### src/rtl/dm_pkg.sv
// dm_pkg: shared definitions for dm_window_streamer.
//   state_t     - streamer FSM states
//   ceil_div    - integer ceiling division used to size words-per-window
//   WPW_DEFAULT - words per window for the default 3x3 8-bit / 32-bit configuration
package dm_pkg;

  typedef enum logic [2:0] {
    S_IDLE,
    S_LOAD,
    S_SEND,
    S_DRAIN,
    S_DONE
  } state_t;

  function automatic int unsigned ceil_div(input int unsigned a, input int unsigned b);
    return (a + b - 1) / b;
  endfunction

  localparam int unsigned WPW_DEFAULT = ceil_div(3 * 3 * 8, 32);

endpackage

### src/rtl/dm_word_packer.sv
// dm_word_packer: delays the BRAM read enable by RD_LAT cycles to form a capture
// strobe, tracks which word of the window is arriving, and scatters the elements
// of each DWIDTH-bit word into an N_ELEM*BW window register (element 0 in LSBs).
// Bytes of the final word beyond N_ELEM are dropped.
// Ports:
//   clk, rst  clock, async active-high reset
//   clr       restart word indexing (new run)
//   rd_en     read enable issued to the BRAM this cycle
//   q         BRAM read data
//   last      strobe for the final word of a window (window complete on this edge)
//   window    assembled window
module dm_word_packer
  import dm_pkg::*;
#(
  parameter int unsigned N_ELEM = 9,
  parameter int unsigned BW     = 8,
  parameter int unsigned DWIDTH = 32,
  parameter int unsigned RD_LAT = 1
) (
  input  logic                   clk,
  input  logic                   rst,
  input  logic                   clr,
  input  logic                   rd_en,
  input  logic [DWIDTH-1:0]      q,
  output logic                   last,
  output logic [N_ELEM*BW-1:0]   window
);

  localparam int unsigned EPW = DWIDTH / BW;
  localparam int unsigned WPW = ceil_div(N_ELEM * BW, DWIDTH);
  localparam int unsigned IW  = (WPW > 1) ? $clog2(WPW) : 1;

  logic [RD_LAT-1:0]    pipe;
  logic                 strobe;
  logic [IW-1:0]        idx;
  logic [N_ELEM*BW-1:0] buffer;

  assign strobe = pipe[RD_LAT-1];
  assign last   = strobe && (idx == IW'(WPW - 1));
  assign window = buffer;

  always_ff @(posedge clk or posedge rst) begin
    if (rst) begin
      pipe   <= '0;
      idx    <= '0;
      buffer <= '0;
    end else begin
      pipe[0] <= rd_en;
      for (int unsigned i = 1; i < RD_LAT; i++) pipe[i] <= pipe[i-1];
      if (clr) begin
        idx <= '0;
      end else if (strobe) begin
        // Each element belongs to word e/EPW at lane e%EPW.
        for (int unsigned e = 0; e < N_ELEM; e++) begin
          if (idx == IW'(e / EPW)) buffer[e*BW +: BW] <= q[(e % EPW)*BW +: BW];
        end
        idx <= last ? '0 : idx + 1'b1;
      end
    end
  end

endmodule

### src/rtl/dm_window_streamer.sv
// dm_window_streamer: streams NUM windows of KHxKW ifmap/weight elements read from
// BRAM0/BRAM1 (packed DWIDTH-bit words) to a CNN kernel over valid/ready, and writes
// every kernel result to BRAM2 at consecutive addresses.
// Build option: define DM_WEIGHT_REUSE_EN to read weights only for the first window
// and hold them for the rest of the run; otherwise weights are re-read per window.
// Ports:
//   clk, rst                 clock, async active-high reset
//   i_run, i_num_win         start pulse (IDLE only) and window count latched on start
//   o_idle, o_done           FSM idle, one-cycle run-complete pulse
//   addr_b0/en_b0/q_b0       ifmap read port
//   addr_b1/en_b1/q_b1       weight read port
//   addr_b2/en_b2/we_b2/d_b2 result write port
//   o_k_valid/i_k_ready      window handshake, o_k_fmap/o_k_weight window data
//   i_k_result/i_k_valid     kernel result (no backpressure)
module dm_window_streamer
  import dm_pkg::*;
#(
  parameter int unsigned KH     = 3,
  parameter int unsigned KW     = 3,
  parameter int unsigned IF_BW  = 8,
  parameter int unsigned W_BW   = 8,
  parameter int unsigned AC_BW  = 20,
  parameter int unsigned DWIDTH = 32,
  parameter int unsigned AWIDTH = 8,
  parameter int unsigned RD_LAT = 1,
  parameter int unsigned NW_BW  = 8
) (
  input  logic                   clk,
  input  logic                   rst,
  input  logic                   i_run,
  input  logic [NW_BW-1:0]       i_num_win,
  output logic                   o_idle,
  output logic                   o_done,
  output logic [AWIDTH-1:0]      addr_b0,
  output logic                   en_b0,
  input  logic [DWIDTH-1:0]      q_b0,
  output logic [AWIDTH-1:0]      addr_b1,
  output logic                   en_b1,
  input  logic [DWIDTH-1:0]      q_b1,
  output logic [AWIDTH-1:0]      addr_b2,
  output logic                   en_b2,
  output logic                   we_b2,
  output logic [DWIDTH-1:0]      d_b2,
  output logic                   o_k_valid,
  input  logic                   i_k_ready,
  output logic [KH*KW*IF_BW-1:0] o_k_fmap,
  output logic [KH*KW*W_BW-1:0]  o_k_weight,
  input  logic [AC_BW-1:0]       i_k_result,
  input  logic                   i_k_valid
);

  localparam int unsigned N_ELEM = KH * KW;
  localparam int unsigned WPW    = ceil_div(N_ELEM * IF_BW, DWIDTH);
  localparam int unsigned IW     = $clog2(WPW + 1);

  state_t            state, state_nx;
  logic [NW_BW-1:0]  num;
  logic [NW_BW-1:0]  win_sent;
  logic [NW_BW-1:0]  res_done;
  logic [IW-1:0]     issue_cnt;
  logic [AWIDTH-1:0] rd_addr0, rd_addr1, wr_addr;
  logic              start, issue, hs, wr, load_done;
  logic              fmap_last, wt_last;
  logic              more_windows;

`ifdef DM_WEIGHT_REUSE_EN
  logic first_win;
`endif

  assign start        = (state == S_IDLE) && i_run;
  assign issue        = (state == S_LOAD) && (issue_cnt != IW'(WPW));
  assign hs           = (state == S_SEND) && i_k_ready;
  assign wr           = i_k_valid && (state != S_IDLE);
  // The weight packer only ever finishes on the same edge as the ifmap packer.
  assign load_done    = fmap_last || wt_last;
  assign more_windows = ({1'b0, win_sent} + 1'b1) < {1'b0, num};

  assign addr_b0 = rd_addr0;
  assign addr_b1 = rd_addr1;
  assign en_b0   = issue;
`ifdef DM_WEIGHT_REUSE_EN
  assign en_b1   = issue && first_win;
`else
  assign en_b1   = issue;
`endif

  assign addr_b2 = wr_addr;
  assign en_b2   = wr;
  assign we_b2   = wr;
  assign d_b2    = wr ? {{(DWIDTH-AC_BW){1'b0}}, i_k_result} : '0;

  always_comb begin
    state_nx  = state;
    o_idle    = 1'b0;
    o_done    = 1'b0;
    o_k_valid = 1'b0;
    case (state)
      S_IDLE: begin
        o_idle = 1'b1;
        if (i_run) state_nx = (i_num_win == '0) ? S_DONE : S_LOAD;
      end
      S_LOAD: begin
        if (load_done) state_nx = S_SEND;
      end
      S_SEND: begin
        o_k_valid = 1'b1;
        if (i_k_ready) state_nx = more_windows ? S_LOAD : S_DRAIN;
      end
      S_DRAIN: begin
        if (res_done == num) state_nx = S_DONE;
      end
      S_DONE: begin
        o_done   = 1'b1;
        state_nx = S_IDLE;
      end
      default: state_nx = S_IDLE;
    endcase
  end

  always_ff @(posedge clk or posedge rst) begin
    if (rst) begin
      state     <= S_IDLE;
      num       <= '0;
      win_sent  <= '0;
      res_done  <= '0;
      issue_cnt <= '0;
      rd_addr0  <= '0;
      rd_addr1  <= '0;
      wr_addr   <= '0;
`ifdef DM_WEIGHT_REUSE_EN
      first_win <= 1'b0;
`endif
    end else begin
      state <= state_nx;
      if (start) begin
        num       <= i_num_win;
        win_sent  <= '0;
        res_done  <= '0;
        issue_cnt <= '0;
        rd_addr0  <= '0;
        rd_addr1  <= '0;
        wr_addr   <= '0;
`ifdef DM_WEIGHT_REUSE_EN
        first_win <= 1'b1;
`endif
      end
      if (issue) begin
        issue_cnt <= issue_cnt + 1'b1;
        rd_addr0  <= rd_addr0 + 1'b1;
        if (en_b1) rd_addr1 <= rd_addr1 + 1'b1;
      end
      if (hs) begin
        win_sent  <= win_sent + 1'b1;
        issue_cnt <= '0;
`ifdef DM_WEIGHT_REUSE_EN
        first_win <= 1'b0;
`endif
      end
      if (wr) begin
        wr_addr  <= wr_addr + 1'b1;
        res_done <= res_done + 1'b1;
      end
    end
  end

  dm_word_packer #(
    .N_ELEM (N_ELEM),
    .BW     (IF_BW),
    .DWIDTH (DWIDTH),
    .RD_LAT (RD_LAT)
  ) u_fmap_packer (
    .clk    (clk),
    .rst    (rst),
    .clr    (start),
    .rd_en  (en_b0),
    .q      (q_b0),
    .last   (fmap_last),
    .window (o_k_fmap)
  );

  dm_word_packer #(
    .N_ELEM (N_ELEM),
    .BW     (W_BW),
    .DWIDTH (DWIDTH),
    .RD_LAT (RD_LAT)
  ) u_weight_packer (
    .clk    (clk),
    .rst    (rst),
    .clr    (start),
    .rd_en  (en_b1),
    .q      (q_b1),
    .last   (wt_last),
    .window (o_k_weight)
  );

endmodule

### config.mk
export PLATFORM = sky130hd
export DESIGN_NAME = dm_window_streamer
export DESIGN_NICKNAME = d
export VERILOG_FILES = /design/src/rtl/dm_pkg.sv /design/src/rtl/dm_word_packer.sv /design/src/rtl/dm_window_streamer.sv
export SDC_FILE = /design/constraint.sdc
export NUM_CORES = 1
export LEC_CHECK = 0
export ABC_AREA = 0
export BUFFER_PORTS_ARGS = -buffer_cell sky130_fd_sc_hd__buf_2
export CORE_MARGIN = 8
export CORE_UTILIZATION = 55
export CTS_CLUSTER_SIZE = 28
export DETAILED_ROUTE_END_ITERATION = 6
export MAX_ROUTING_LAYER = met4
export PLACE_DENSITY = 0.88
export SLEW_MARGIN = 20
export SYNTH_ARGS = -nofsm -noshare
export SYNTH_HDL_FRONTEND = slang
export SYNTH_SLANG_ARGS = --single-unit
export TNS_END_PERCENT = 1
### constraint.sdc
create_clock -name clk -period 18.45 [get_ports clk]
set_clock_uncertainty 0.15 [all_clocks]
set_input_delay 3.69 -clock clk [delete_from_list [all_inputs] [get_ports clk]]
set_output_delay 3.69 -clock clk [all_outputs]
set_load 0.02 [all_outputs]
==> results.sh, run 1 <==
export IMPL_outcome="completed"
export IMPL_cts_hold_buffers=0
export IMPL_finalSetupTns_ns=0
export IMPL_drc=0
export IMPL_grt_max_degree=123
export IMPL_worstHoldStart="addr_b1[7]"
export IMPL_rsz0062_at_grt="false"
export IMPL_finalSetupViolCount=0
export IMPL_nNetsFinal=1059
export IMPL_insertedDiodeCount=0
export IMPL_synth_ff_type="dfrtp_1"
export IMPL_die_w_um=146
export IMPL_worst_slew_pin_slew_ns=0.846
export IMPL_synth_area_leaders="dfrtp_1, mux2_4, mux2_2, buf_12, o21ai_0"
export IMPL_hpwl_um=17200
export IMPL_ys_ff_latch=202
export IMPL_clockRootBuffer="clkbuf_16"
export IMPL_drt_iter0_drc=354
export IMPL_ctsResizeCount=0
export IMPL_avgSynthCellArea_um2=14.0
export IMPL_syn_area_um2=9310
export IMPL_clock_path_buffers=3
export IMPL_io_buffers=291
export IMPL_reg2reg_setup_slack_ns=15.72
export IMPL_whs_path_depth=1
export IMPL_r2r_cells=6
export IMPL_yosysTopAreaCell="dfrtp_1"
export IMPL_wl_um=24100
export IMPL_power_frac_comb_pct=45.4
export IMPL_internal_power_mw=1.41
export IMPL_clockPowerShare_pct=20.5
export IMPL_htreeDepth=1
export IMPL_gp_congestion=0.809
export IMPL_drv_cap=0
export IMPL_final_period_utilization_pct=47.5
export IMPL_r2r_end="addr_b2[5]"
export IMPL_rows=47
export IMPL_slew_headroom_pct=43.6
export IMPL_synth_yosys_seq_area_share_pct=54.3
export IMPL_areaGrowthSynthToFinish_pct=23.2
export IMPL_ys_warnings_count=0
export IMPL_finalHoldViolCount=0
export IMPL_startpoint_type="primary input"
export IMPL_die_area_um2=21300
export IMPL_p_per_area_nw_per_um2=201
export IMPL_final_cell_mix="buf_2, dfrtp_1, mux2_4"
export IMPL_grtUsageTotal_pct=22.8
export IMPL_path_class="in -> out"
export IMPL_min_path_type="reg -> reg"
export IMPL_routedWlPerCell_um=20.4
export IMPL_mostFrequentLayoutCell="buf_2"
export IMPL_worst_hold_slack_ns=0.317
export IMPL_synth_edf_count=0
export IMPL_synth_top_area_share_pct=54.3
export IMPL_cts_tree="built"
export IMPL_antenna_found_initial=0
export IMPL_power_frac_seq_pct=34.1
export IMPL_yosysUniqueCellTypes=50
export IMPL_cp_data_required_time_ns=14.61
export IMPL_grt_pass1_vias=6949
export IMPL_hold_path_end="addr_b1[7]"
export IMPL_die_h_um=146
export IMPL_grt_pass1_wl_um=38600
export IMPL_clk_pin_slew_ns=0.06
export IMPL_end_kind="output port"
export IMPL_slew_violations=0
export IMPL_fin_crit_ns=8.76
export IMPL_clock_sinks=202
export IMPL_dr_pass1_iters=5
export IMPL_ant_nets=0
export IMPL_switching_power_uw=897
export IMPL_ioPinCount=304
export IMPL_coreArea_um2=16600
export IMPL_cts_buffers=22
export IMPL_viasPerCell=5.37
export IMPL_layout_drive_gt1_share_pct=50.9
export IMPL_crit_fanout=30
export IMPL_gr_total_overflow=0
export IMPL_leakage_nw=6.04
export IMPL_arrival_ns=4.92
export IMPL_ir_drop_mv=0.133
export IMPL_start_util_pct=56.1
export IMPL_clock_latency_ns=0.49
export IMPL_vias=6360
export IMPL_synthCells=663
export IMPL_post_cts_buffers=0
export IMPL_ys_async_sr_fraction_pct=100
export IMPL_worstReg2RegStart="state[1]"
export IMPL_swShare_pct=38.9
export IMPL_fmax_mhz=114
## cell type report
type	instances	area [µm²]
clock buffers	27	631
fillers	1166	5110
flip-flops and latches	202	5050
multi-input cells	419	3820
clock inverters	13	170
inverters	12	52.6
well taps	220	275
repair buffers	292	1470
## worst max-delay path, stage by stage
cell	delay [ns]
buf_2	0.07
nand2b_1	0.21
inv_1	0.57
and2_1	0.21
buf_2	0.16
## through the flow
| stage | setup slack [ns] | instances | area, µm² | util (%) | total power [mW] |
|---|---|---|---|---|---|
| final | 9.69 | 1185 | 11500 | 69.2 | 2.31 |
| after global routing | 9.49 | 1185 | 11500 | 69.2 | 2.42 |
| after global placement | 9.76 | 1145 | 10700 | 64.3 | 1.78 |
| after CTS | 9.70 | 1185 | 11500 | 69.1 | 2.32 |
| after floorplan | 9.10 | 674 | 9350 | - | 1.54 |
| after detailed placement | 9.69 | 1145 | 10700 | 64.3 | 1.83 |
## worst max path at each step
stage	startpoint	endpoint	slack, ns
finish	i_k_valid	d_b2[13]	9.69
global route	i_k_valid	d_b2[0]	9.49
global placement	i_k_valid	d_b2[1]	9.76
CTS	i_k_valid	d_b2[19]	9.70
floorplan	rst	addr_b0[0]	9.10
detailed placement	i_k_valid	d_b2[19]	9.69
## per-layer routing
layer	global-route usage [%]	up-vias	part of all wire, %
li1	-	2875	-
met1	27.1	3138	40
met2	38.7	306	51
met3	4.79	41	6.7
met4	6.18	0	2.4
met5	-	-	0
## cell usage after synthesis, drive strengths merged (4+ instances only)
cell,count
nand4,8
nand3,23
ha,13
nor2,20
inv,11
nor3,5
mux2i,9
buf,33
xor2,9
and2,23
nor3b,4
clkbuf,8
nor2b,6
mux2,144
nand2,49
and3,5
dfrtp,202
o21ai,43
a21oi,4
a22o,4
xnor2,12
a32o,4
## power groups by stage
stage / combinational (mW) / sequential (mW) / clock, mW
2_1_floorplan: 0.576 / 0.965 / 0
3_3_place_gp: 1.02 / 0.763 / 0
3_5_place_dp: 1.04 / 0.782 / 0
4_1_cts: 1.06 / 0.783 / 0.482
5_1_grt: 1.11 / 0.806 / 0.503
6_report: 1.05 / 0.786 / 0.474
## cells by family (layout without fill, tap and decap cells)
logic type,count (synthesis),in the layout,synth area share [%]
DFF,202,202,54.3
muxes,153,153,23.2
and+or+nand+nor,150,150,8.97
AOI/OAI and AO/OA,70,70,4.62
buffers and inverters,53,344,5.10
xor gates and xnor gates,21,21,1.98
adders and majority gates,13,13,1.75
other,1,12,0.0403
## registers in the layout, summed over array words and instances (netlist names), 3 cells and up
| signal | count |
|---|---|
| u_fmap_packer.window | 72 |
| u_weight_packer.window | 72 |
| addr_b0 | 8 |
| addr_b1 | 8 |
| addr_b2 | 8 |
| num | 8 |
| res_done | 8 |
| win_sent | 8 |
| state | 3 |
No activity file was read; power rests on OpenSTA's default activity.
==> inputs of run 2 (changes only) <==
CORE_UTILIZATION = 46   (was 55)
PLACE_DENSITY = 0.78   (was 0.88)
clock period = 7.2 ns   (was 18.45 ns; I/O delays follow)
==> run 2 against run 1 <==
Compared with the run above: worst hold slack improved by 0.0093 ns; utilization is 12 points lower; final area is essentially flat; combinational power grew to 2.5 times the previous value; flip-flop and latch count is the same; highest routed layer unchanged; critical endpoint is now d_b2[11]; sequential share of layout area barely moved; global-route usage decreased by 4.5 points; first-iteration DRC count is 15% lower.
==> results.sh, run 2 (same netlist as run 1, synthesis figures left out) <==
export IMPL_outcome="completed"
export IMPL_end_kind="output port"
export IMPL_dp_cells=1195
export IMPL_rsz0062_at_grt="false"
export IMPL_grt_pass1_wl_um=35900
export IMPL_fmax_mhz=234
export IMPL_dpl_worst_slack_ns=2.90
export IMPL_grt_max_degree=141
export IMPL_r2r_end="addr_b2[2]"
export IMPL_fin_crit_ns=4.28
export IMPL_worst_hold_slack_ns=0.326
export IMPL_worstReg2RegStart="state[1]"
export IMPL_startpoint_type="primary input"
export IMPL_ant_nets=0
export IMPL_mostFrequentLayoutCell="buf_2"
export IMPL_path_class="in -> out"
export IMPL_finalSetupTns_ns=0
export IMPL_leakage_nw=6.01
export IMPL_slew_violations=0
export IMPL_insertedDiodeCount=0
export IMPL_cp_data_required_time_ns=5.61
export IMPL_arrival_ns=2.69
export IMPL_coreArea_um2=20000
export IMPL_reg2reg_setup_slack_ns=4.45
export IMPL_final_period_utilization_pct=59.4
export IMPL_worst_slew_pin_slew_ns=0.968
export IMPL_viasPerCell=5.04
export IMPL_num_fill_cells=1677
export IMPL_htreeDepth=1
export IMPL_layout_drive_gt1_share_pct=50.2
export IMPL_drt_iter0_drc=300
export IMPL_ir_drop_mv=0.206
export IMPL_wl_um=23100
export IMPL_nNetsFinal=1059
export IMPL_cts_tree="built"
export IMPL_clk_pin_slew_ns=0.06
export IMPL_crit_fanout=30
export IMPL_routedWlPerCell_um=18.7
export IMPL_grtUsageTotal_pct=18.3
export IMPL_r2r_cells=6
export IMPL_antenna_found_initial=0
export IMPL_report_power_total_mw=5.77
export IMPL_ctsResizeCount=0
export IMPL_die_area_um2=25000
export IMPL_cts_hold_buffers=0
export IMPL_cts_buffers=22
export IMPL_hold_path_end="addr_b0[7]"
export IMPL_die_h_um=158
export IMPL_dr_pass1_iters=4
export IMPL_finalNonFillerCells=1235
export IMPL_final_cell_mix="buf_2, dfrtp_1, mux2_4"
export IMPL_clock_latency_ns=0.49
export IMPL_slew_headroom_pct=35.5
export IMPL_rows=52
export IMPL_drv_cap=0
export IMPL_fin_ws_ns=2.92
export IMPL_clockRootBuffer="clkbuf_16"
export IMPL_p_per_area_nw_per_um2=503
export IMPL_finalSetupViolCount=0
export IMPL_areaGrowthSynthToFinish_pct=23.2
export IMPL_gp_congestion=0.789
export IMPL_min_path_type="reg -> reg"
export IMPL_clock_sinks=202
export IMPL_io_buffers=291
export IMPL_whs_path_depth=1
export IMPL_grt_pass1_vias=6543
export IMPL_worstHoldStart="addr_b0[7]"
export IMPL_start_util_pct=46.4
export IMPL_ioPinCount=304
export IMPL_drc=0
export IMPL_gr_total_overflow=0
export IMPL_hpwl_um=16500
export IMPL_post_cts_buffers=0
export IMPL_vias=6224
export IMPL_die_w_um=158
export IMPL_clock_path_buffers=3
export IMPL_finalHoldViolCount=0
[run 2: cell type report]
cell class,instances,area [µm²],area share (%)
flip-flops and latches,202,5050,44.1
multi-input cells,419,3820,33.3
repair buffers,292,1460,12.8
clock buffers,34,657,5.73
well taps,270,338,2.95
clock inverters,6,80.1,0.698
inverters,12,52.6,0.458
[run 2: metal layers]
layer	up-vias	track usage, %	wire length [µm]
met3	34	2.98	1580
met5	-	-	0
met2	224	31.0	11400
li1	2874	-	-
met4	0	4.36	414
met1	3092	22.6	9650
[run 2: stage by stage]
| step | util [%] | instance area (µm²) |
|---|---|---|
| global route | 57.2 | 11500 |
| detailed placement | 53.5 | 10700 |
| CTS | 57.2 | 11500 |
| finish | 57.2 | 11500 |
| floorplan | - | 9350 |
| global placement | 53.5 | 10700 |
[run 2: worst max-delay path by stage]
| stage | from | end | slack, ns | depth (start not counted) |
|---|---|---|---|---|
| 3_5_place_dp | i_k_valid | d_b2[11] | 2.90 | 5 |
| 5_1_grt | i_k_valid | d_b2[2] | 2.76 | 5 |
| 4_1_cts | i_k_valid | d_b2[11] | 2.90 | 5 |
| 3_3_place_gp | i_k_valid | d_b2[9] | 2.99 | 5 |
| 6_report | i_k_valid | d_b2[11] | 2.92 | 5 |
| 2_1_floorplan | rst | addr_b0[0] | 0.1 | 1 |
[run 2: where the power goes]
| part | total [mW] | switching (mW) | internal [mW] |
|---|---|---|---|
| sequential | 1.99 | 0.349 | 1.64 |
| combinational | 2.65 | 1.44 | 1.20 |
| clock | 1.13 | 0.431 | 0.698 |
[run 2: critical path: stages]
cell and delay, ns:
buf_2 0.07, nand2b_1 0.20, inv_1 0.58, and2_1 0.22
buf_2 0.16
==> inputs of run 3 (changes only) <==
CORE_UTILIZATION = 51   (was 46)
PLACE_DENSITY = 0.82   (was 0.78)
clock period = 4.05 ns   (was 7.2 ns; I/O delays follow)
==> run 3 against run 2 <==
Compared with the run above: clock power rose by 82%; flip-flop and latch count did not move; global-route usage rose by 1.7 points; count of clock-buffer cells in the layout fell by 7; worst hold slack got worse by 0.15 ns; total power rose by 79%; via count rose by 0.26%; critical path type is now reg -> out; largest power group unchanged.
==> results.sh, run 3 (same netlist as run 1, synthesis figures left out) <==
export IMPL_coreArea_um2=18000
export IMPL_routedWlPerCell_um=19.3
export IMPL_startpoint_type="flip-flop"
export IMPL_end_kind="output port"
export IMPL_gr_total_overflow=0
export IMPL_grt_pass1_vias=6688
export IMPL_io_buffers=291
export IMPL_clockRootBuffer="clkbuf_16"
export IMPL_slew_headroom_pct=47.9
export IMPL_die_area_um2=22800
export IMPL_finalSetupViolCount=0
export IMPL_leakage_nw=6.04
export IMPL_min_path_type="in -> async"
export IMPL_fin_crit_ns=3.36
export IMPL_areaGrowthSynthToFinish_pct=23.5
export IMPL_die_w_um=151
export IMPL_rows=49
export IMPL_vias=6240
export IMPL_worst_slew_pin_slew_ns=0.781
export IMPL_layout_drive_gt1_share_pct=50.8
export IMPL_post_dp_cell_area_um2=10700
export IMPL_insertedDiodeCount=0
export IMPL_final_period_utilization_pct=82.9
export IMPL_dr_pass1_iters=4
export IMPL_die_h_um=151
export IMPL_cts_hold_buffers=0
export IMPL_clock_sinks=202
export IMPL_cts_buffers=22
export IMPL_antenna_found_initial=0
export IMPL_grtUsageTotal_pct=20.0
export IMPL_clk_pin_slew_ns=0.06
export IMPL_start_util_pct=51.8
export IMPL_path_class="reg -> out"
export IMPL_rsz0062_at_grt="false"
export IMPL_final_cell_area_um2=11500
export IMPL_ioPinCount=304
export IMPL_arrival_ns=2.40
export IMPL_viasPerCell=5.21
export IMPL_ctsResizeCount=0
export IMPL_fmax_mhz=298
export IMPL_slew_violations=0
export IMPL_htreeDepth=1
export IMPL_hpwl_um=16500
export IMPL_crit_fanout=30
export IMPL_cp_data_required_time_ns=3.09
export IMPL_nNetsFinal=1062
export IMPL_mostFrequentLayoutCell="buf_2"
export IMPL_outcome="completed"
export IMPL_post_cts_buffers=0
export IMPL_grt_max_degree=75
export IMPL_wl_um=23100
export IMPL_finalHoldViolCount=0
export IMPL_finalSetupTns_ns=0
export IMPL_clock_latency_ns=0.49
export IMPL_drt_iter0_drc=190
export IMPL_grt_pass1_wl_um=35800
export IMPL_clock_path_buffers=3
export IMPL_final_cell_mix="buf_2, dfrtp_1, mux2_4"
export IMPL_ir_drop_mv=0.948
export IMPL_gp_congestion=0.795
export IMPL_drv_cap=0
export IMPL_ant_nets=0
export IMPL_p_per_area_nw_per_um2=897
export IMPL_cts_tree="built"
export IMPL_drc=0
run 3: cell types whose count changed in the layout (fill, tap and decap cells not counted):
cell and delta:
clkinv_2 +3, clkbuf_8 -2, clkbuf_1 -5, buf_12 +3, clkinvlp_4 +4, inv_8 -1, bufinv_16 +1
run 3: cell type report:
cell class | instances | area, µm²
Tap cell | 229 | 287
Clock inverter | 13 | 148
Clock buffer | 27 | 611
Inverter | 12 | 48.8
Multi-Input combinational cell | 419 | 3820
Sequential cell | 202 | 5050
Fill cell | 1328 | 6470
Timing Repair Buffer | 295 | 1520
run 3: path summary, 6_finish.rpt:
kind                            start                        end  cells past startpoint  slack, ns
max in group asynchronous         rst   u_fmap_packer.window[32]                      3       2.88
hold reg to reg            addr_b1[7]                 addr_b1[7]                      1       0.33
setup / recovery             state[0]                   d_b2[12]                      5       0.69
min in group clk           addr_b1[7]                 addr_b1[7]                      1       0.33
hold / removal                    rst  u_weight_packer.window[8]                      2       0.18
setup reg to reg             state[0]                 addr_b2[5]                      6       1.43
run 3: critical path, stage by stage (launching register included):
cell	delay (ns)
dfrtp_1	0.47
nor3_4	0.26
nand2b_1	0.36
inv_1	0.38
and2_1	0.28
buf_2	0.15
run 3: metal layers:
metal  wire length, µm  global-route usage (%)  vias to the layer above
met5                 0                       -                        -
met1              9330                    24.0                     3078
met2             11700                    34.5                      249
met3              1710                    3.73                       35
li1                  -                       -                     2878
met4               397                    4.90                        0
run 3: through the flow:
step | hold slack [ns] | worst slack, ns | std cells | power, mW | util (%)
global placement | 0.317 | 1.10 | 1156 | 8.11 | 59.6
floorplan | 0.316 | 0.474 | 674 | 7.02 | -
detailed placement | 0.321 | 1.07 | 1156 | 8.26 | 59.6
CTS | 0.334 | 0.635 | 1196 | 10.4 | 63.9
finish | 0.177 | 0.691 | 1197 | 10.3 | 64.0
global route | 0.175 | 0.440 | 1197 | 10.8 | 64.0
run 3: power by group:
| group | internal (mW) | total, mW | switching (mW) |
|---|---|---|---|
| clock network | 1.26 | 2.06 | 0.799 |
| logic | 2.15 | 4.71 | 2.56 |
| registers | 2.92 | 3.53 | 0.616 |
| total | 6.33 | 10.3 | 3.97 |
